==> config.mk <==
export PLATFORM = sky130hd
export DESIGN_NAME = quant_seq
export DESIGN_NICKNAME = d
export VERILOG_FILES = /design/src/rtl/quant_seq.sv
export SDC_FILE = /design/constraint.sdc
export NUM_CORES = 2
export LEC_CHECK = 0
export BUFFER_PORTS_ARGS = -buffer_cell sky130_fd_sc_hd__buf_2
export CORE_UTILIZATION = 50
export DETAILED_ROUTE_END_ITERATION = 10
export PLACE_DENSITY = 0.66
export SYNTH_ARGS = -nofsm -noshare
export SYNTH_HDL_FRONTEND = slang
export SYNTH_SLANG_ARGS = --single-unit
==> constraint.sdc <==
create_clock -name clk -period 6.6 [get_ports clk]
set_clock_uncertainty 0.2 [all_clocks]
set_input_delay 0.66 -clock clk [delete_from_list [all_inputs] [get_ports clk]]
set_output_delay 0.66 -clock clk [all_outputs]
set_load 0.02 [all_outputs]
==> src/rtl/quant_seq.sv <==
// Job sequencer driving a fixed-latency quantizer from an accumulator stream,
// with a per-channel scale/zero-point table and a credit-guarded result FIFO.
module quant_seq #(
    parameter int ACC_W      = 48,
    parameter int SCALE_W    = 24,
    parameter int DATA_W     = 16,
    parameter int NUM_CH     = 32,
    parameter int FIFO_DEPTH = 8,
    parameter int QLAT       = 4
) (
    input  logic                      clk,
    input  logic                      rst,
    input  logic                      cfg_we,
    input  logic [$clog2(NUM_CH)-1:0] cfg_addr,
    input  logic [SCALE_W-1:0]        cfg_scale,
    input  logic [DATA_W-1:0]         cfg_zp,
    input  logic                      start,
    input  logic [$clog2(NUM_CH):0]   num_ch,
    input  logic [15:0]               num_beats,
    output logic                      busy,
    output logic                      done,
    input  logic                      acc_valid,
    output logic                      acc_ready,
    input  logic [ACC_W-1:0]          acc_data,
    output logic [ACC_W-1:0]          q_data_in,
    output logic [SCALE_W-1:0]        q_scale,
    output logic [DATA_W-1:0]         q_zero_point,
    input  logic [DATA_W-1:0]         q_data_out,
    output logic                      out_valid,
    input  logic                      out_ready,
    output logic [DATA_W-1:0]         out_data,
    output logic                      out_last
);
    localparam int AW = $clog2(NUM_CH);
    localparam int PW = (FIFO_DEPTH > 1) ? $clog2(FIFO_DEPTH) : 1;
    localparam int CW = $clog2(FIFO_DEPTH + 1) + 1;
    localparam logic [CW-1:0] DEPTH_C  = CW'(FIFO_DEPTH);
    localparam logic [PW-1:0] LAST_PTR = PW'(FIFO_DEPTH - 1);

    typedef enum logic [1:0] {IDLE, RUN, DRAIN} state_t;

    state_t             state;
    logic [AW-1:0]      ch;
    logic [AW:0]        nch_r;
    logic [15:0]        beat_cnt;
    logic [15:0]        nbeats_r;
    logic [CW-1:0]      cnt;
    logic [CW-1:0]      occ;
    logic [QLAT:0]      sr_valid;
    logic [QLAT:0]      sr_last;
    logic [SCALE_W-1:0] scale_tab [NUM_CH];
    logic [DATA_W-1:0]  zp_tab [NUM_CH];
    logic [DATA_W-1:0]  data_mem [FIFO_DEPTH];
    logic               last_mem [FIFO_DEPTH];
    logic [PW-1:0]      wr_ptr;
    logic [PW-1:0]      rd_ptr;
    logic               accept;
    logic               pop;
    logic               push;
    logic               final_beat;

    // cnt covers both in-flight beats and FIFO occupancy, so a beat is only
    // accepted when a FIFO slot is guaranteed for its result.
    assign busy       = state != IDLE;
    assign acc_ready  = (state == RUN) && (cnt < DEPTH_C);
    assign accept     = acc_valid && acc_ready;
    assign final_beat = ({1'b0, beat_cnt} + 17'd1) == {1'b0, nbeats_r};
    assign push       = sr_valid[QLAT];
    assign out_valid  = occ != '0;
    assign pop        = out_valid && out_ready;
    assign out_data   = out_valid ? data_mem[rd_ptr] : '0;
    assign out_last   = out_valid && last_mem[rd_ptr];

    always_ff @(posedge clk) begin
        if (rst) begin
            state        <= IDLE;
            done         <= 1'b0;
            ch           <= '0;
            nch_r        <= '0;
            beat_cnt     <= '0;
            nbeats_r     <= '0;
            cnt          <= '0;
            sr_valid     <= '0;
            sr_last      <= '0;
            q_data_in    <= '0;
            q_scale      <= '0;
            q_zero_point <= '0;
        end else begin
            done     <= 1'b0;
            sr_valid <= {sr_valid[QLAT-1:0], accept};
            sr_last  <= {sr_last[QLAT-1:0], accept && final_beat};
            unique case ({accept, pop})
                2'b10:   cnt <= cnt + CW'(1);
                2'b01:   cnt <= cnt - CW'(1);
                default: ;
            endcase
            if (accept) begin
                q_data_in    <= acc_data;
                q_scale      <= scale_tab[ch];
                q_zero_point <= zp_tab[ch];
                ch           <= ({1'b0, ch} == nch_r - 1'b1) ? '0 : ch + 1'b1;
                beat_cnt     <= beat_cnt + 16'd1;
            end
            case (state)
                IDLE: if (start) begin
                    state    <= RUN;
                    nch_r    <= num_ch;
                    nbeats_r <= num_beats;
                    ch       <= '0;
                    beat_cnt <= '0;
                end
                RUN: if (accept && final_beat) state <= DRAIN;
                DRAIN: if (cnt == '0) begin
                    state <= IDLE;
                    done  <= 1'b1;
                end
                default: state <= IDLE;
            endcase
        end
    end

    always_ff @(posedge clk) begin
        if (rst) begin
            for (int unsigned i = 0; i < NUM_CH; i++) begin
                scale_tab[i] <= '0;
                zp_tab[i]    <= '0;
            end
        end else if (cfg_we && state == IDLE) begin
            scale_tab[cfg_addr] <= cfg_scale;
            zp_tab[cfg_addr]    <= cfg_zp;
        end
    end

    always_ff @(posedge clk) begin
        if (rst) begin
            wr_ptr <= '0;
            rd_ptr <= '0;
            occ    <= '0;
            for (int unsigned i = 0; i < FIFO_DEPTH; i++) begin
                data_mem[i] <= '0;
                last_mem[i] <= 1'b0;
            end
        end else begin
            if (push) begin
                data_mem[wr_ptr] <= q_data_out;
                last_mem[wr_ptr] <= sr_last[QLAT];
                wr_ptr           <= (wr_ptr == LAST_PTR) ? '0 : wr_ptr + 1'b1;
            end
            if (pop) rd_ptr <= (rd_ptr == LAST_PTR) ? '0 : rd_ptr + 1'b1;
            unique case ({push, pop})
                2'b10:   occ <= occ + CW'(1);
                2'b01:   occ <= occ - CW'(1);
                default: ;
            endcase
        end
    end
endmodule
==> metrics.md <==
| Metric | Value |
|---|---|
| Status | finished clean |
| Post-synth EDFFs | 1,416 |
| Kind of critical path | register to register |
| Total detailed-routing wirelength | 189,000 microns |
| Setup violators final | 0 |
| Yosys warns | 0 |
| Fin. Hold Viols | 0 |
| First-pass GRT wire length | between 200,000 and 300,000 microns |
| Hold Path Class | primary input to register |
| Sequential fraction of the synthesis area | around two thirds |
| Gpl congestion | around 0.82 |
| Hold Slack | about 0.22 ns |
| Ports | approximately 250 |
| Crit path time final | 4.13 ns |
| Final #Nets | 4,941 |
| Slew HR | approximately 8.9% |
| Die W | 377 microns |
| Setup WS pre-CTS | about 2.3 ns |
| CTS tree | done |
| Yosys cell types | 53 |
| TritonCTS buffer count | roughly 170 |
| Mapped Cells | 4,612 |
| FMAX | roughly 240 MHz |
| Period Utilization, post-route | a little over three fifths |
| Via density | between 5 and 6 |
| Setup crit end kind | register |
| Ratio of cells with drive above 1 in the final layout | around 22% |
| Post-synthesis average cell area | 15.3 sq um |
| Maxcap violations | 0 |
| Most frequent cells in the layout | and2_1, edfxtp_1, mux4_2, buf_2, clkbuf_16 |
| Worst Path Max Fanout | 23 |
| Reg clk slew, reported paths | 0.06 ns |
| CTS H-tree lvls | 4 |
| Routed Antenna Nets | 0 |
| Final setup margin | 2.47 ns |
| Drt first pass iters | 5 |
| WP data required | 6.85 ns |
| DP HPWL | ~110,000 microns |
| Commonest non-fill, non-tap cell in the layout | and2_1 |
| Row Count | 137 |
| Critical Path Start Type | register |
| Drc violations | 0 |
| Placed Area | approximately 74,000 sq um |
| Worst-Margin Slew | 1.36 ns |
| Routed len/inst | 27.8 microns |
| Largest net degree at the start of global routing | approximately 100 |
| Aggregate negative setup slack | 0 ns |
| Final total power | around 22 mW |
| Core Area | approximately 140,000 sq um |
| Leak pwr | 28.2 nW |
| Clock Latency Late Sink | 0.79 ns |
| GRT Resource Usage Total | 26.8% |
| Hold path depth | 4 |
| FF-to-FF path depth | 5 |
| Vert. Die Dim | between 300 and 400 microns |
| RSZ-0062 raised after global routing | false |
| Number of fill cells | approximately 11,000 |
| Fin. max-slew vios | 0 |
| PwrDens | between 200 and 300 nW/um^2 |
| Layout Cell Area excl Fill | roughly 80,000 sq um |
| Vias in the first global route | between 30,000 and 40,000 |
| Aggregate global routing overflow | 0 |
| Antenna violations before repair | 16 |
| Inst Count DP | 6,407 |
| Synth Flop Type | edfxtp_1 |
| Root Driver | clkbuf_16 |
| Post-CTS setup buffer count | 0 |
| Fin cells | slightly below 7,000 |
| Utilization after layout | approximately 57% |
| Worst Path Arrival | about 4.4 ns |
| Area of the multi-input gates | 23,400 sq um |
| Mapped Area | 70,400 sq um |
| Clock Sinks | about 1,600 |
| Maximum VDD drop | 0.224 mV |
| Area growth syn-to-layout | 13.6% |
| Register area | between 40,000 and 50,000 sq um |
| #FFs+latches synth | 1,579 |
| Initial Util | between 50% and 60% |
| Via Count | roughly 40,000 |
| Number of DRC markers in iteration 0 | around 4,400 |
| Die ar. | ~140,000 sq um |
| Asr flop ratio synth | 0% |
| Clk buf depth | 3 |
| Port Buffers | approximately 250 |
| Net Count, Synth | 4,766 |
[repair_timing]
action                    CTS  global route
hold endpoints to repair  188             0
hold buffers               87             0
gates resized for setup     0             0
[worst max-delay path, cell delays in order (launching register included)]
cell,delay (ns)
dfxtp_1,0.35
nor2_1,0.22
and3_1,0.50
nand3_2,0.76
o21ai_4,1.19
buf_4,0.51
[path summary, 6_finish.rpt]
| path | from | end | slack (ns) |
|---|---|---|---|
| setup / recovery | state[1] | scale_tab[7][19] | 2.47 |
| setup reg to reg | state[1] | scale_tab[7][19] | 2.47 |
| hold / removal | out_ready | register | 0.22 |
| hold reg to reg | q_data_in[26] | q_data_in[26] | 0.25 |
[state kept, by name (all words and copies together), names as in the netlist, 3 cells and up, named ones only]
| signal | cells |
|---|---|
| beat_cnt | 16 |
| rd_ptr | 3 |
| cnt | 5 |
| ch | 5 |
| sr_valid | 5 |
| occ | 5 |
| wr_ptr | 3 |
| q_scale | 24 |
| nch_r | 6 |
| q_data_in | 48 |
| scale_tab | 768 |
| data_mem | 128 |
| nbeats_r | 16 |
| zp_tab | 512 |
| last_mem | 8 |
| q_zero_point | 16 |
| sr_last | 5 |
[layout make-up]
class	instances	area share (%)
antenna	5	0.0156
clock buffer	219	5.65
clock inverter	89	0.992
inverter	19	0.0923
multi-input combinational	2586	29.3
sequential	1579	57.3
tap	1876	2.93
timing repair buffer	434	3.75
[where the power goes]
part	internal [mW]	switching, mW	leakage (nW)
clock	5.16	3.96	2.58
sequential	11.3	0.131	15.7
combinational	0.462	0.828	9.90
total	16.9	4.92	28.2
[synth_stat cells (2+ instances only)]
cell	n	share of area [%]
and2_1	1419	13
edfxtp_1	1416	60
mux4_2	434	14
clkbuf_1	351	1.9
nand2_1	166	0.89
dfxtp_1	163	4.6
a21oi_1	128	0.91
nor2_1	116	0.62
mux2i_1	63	0.90
o21ai_0	44	0.31
o21ai_1	41	0.29
buf_2	36	0.26
buf_1	25	0.13
xnor2_1	25	0.31
xor2_1	25	0.31
nor2b_1	16	0.14
ha_1	15	0.27
buf_4	13	0.14
inv_1	13	0.069
nand3_1	12	0.085
nor3_1	11	0.078
nand4_1	9	0.080
inv_2	6	0.032
nand3b_1	6	0.064
nor4_1	6	0.053
and3_1	5	0.044
nand2b_1	5	0.044
nor3b_1	4	0.043
a31oi_1	3	0.027
buf_6	3	0.048
or3_1	3	0.027
or4_1	3	0.032
a2111oi_0	2	0.025
a21o_1	2	0.021
fa_1	2	0.057
o2111a_1	2	0.032
o31ai_1	2	0.021
or2_1	2	0.018
[cells by family after synthesis]
kind of cell             synth area share (%)
buffers and inverters                    2.55
AO/OA/AOI/OAI                            1.76
XOR/XNOR                                0.622
flip-flops                               65.0
adder cells (fa/ha/maj)                 0.324
multiplexers                             14.8
AND/OR/NAND/NOR                          14.9
[routing by layer]
layer  routed length, microns  track usage, %
met1                    76500            36.3
met2                    92300            44.1
met3                    15300            5.40
met4                     4760            7.36
met5                       63           0.103
Power figures use the tool's default switching activity.
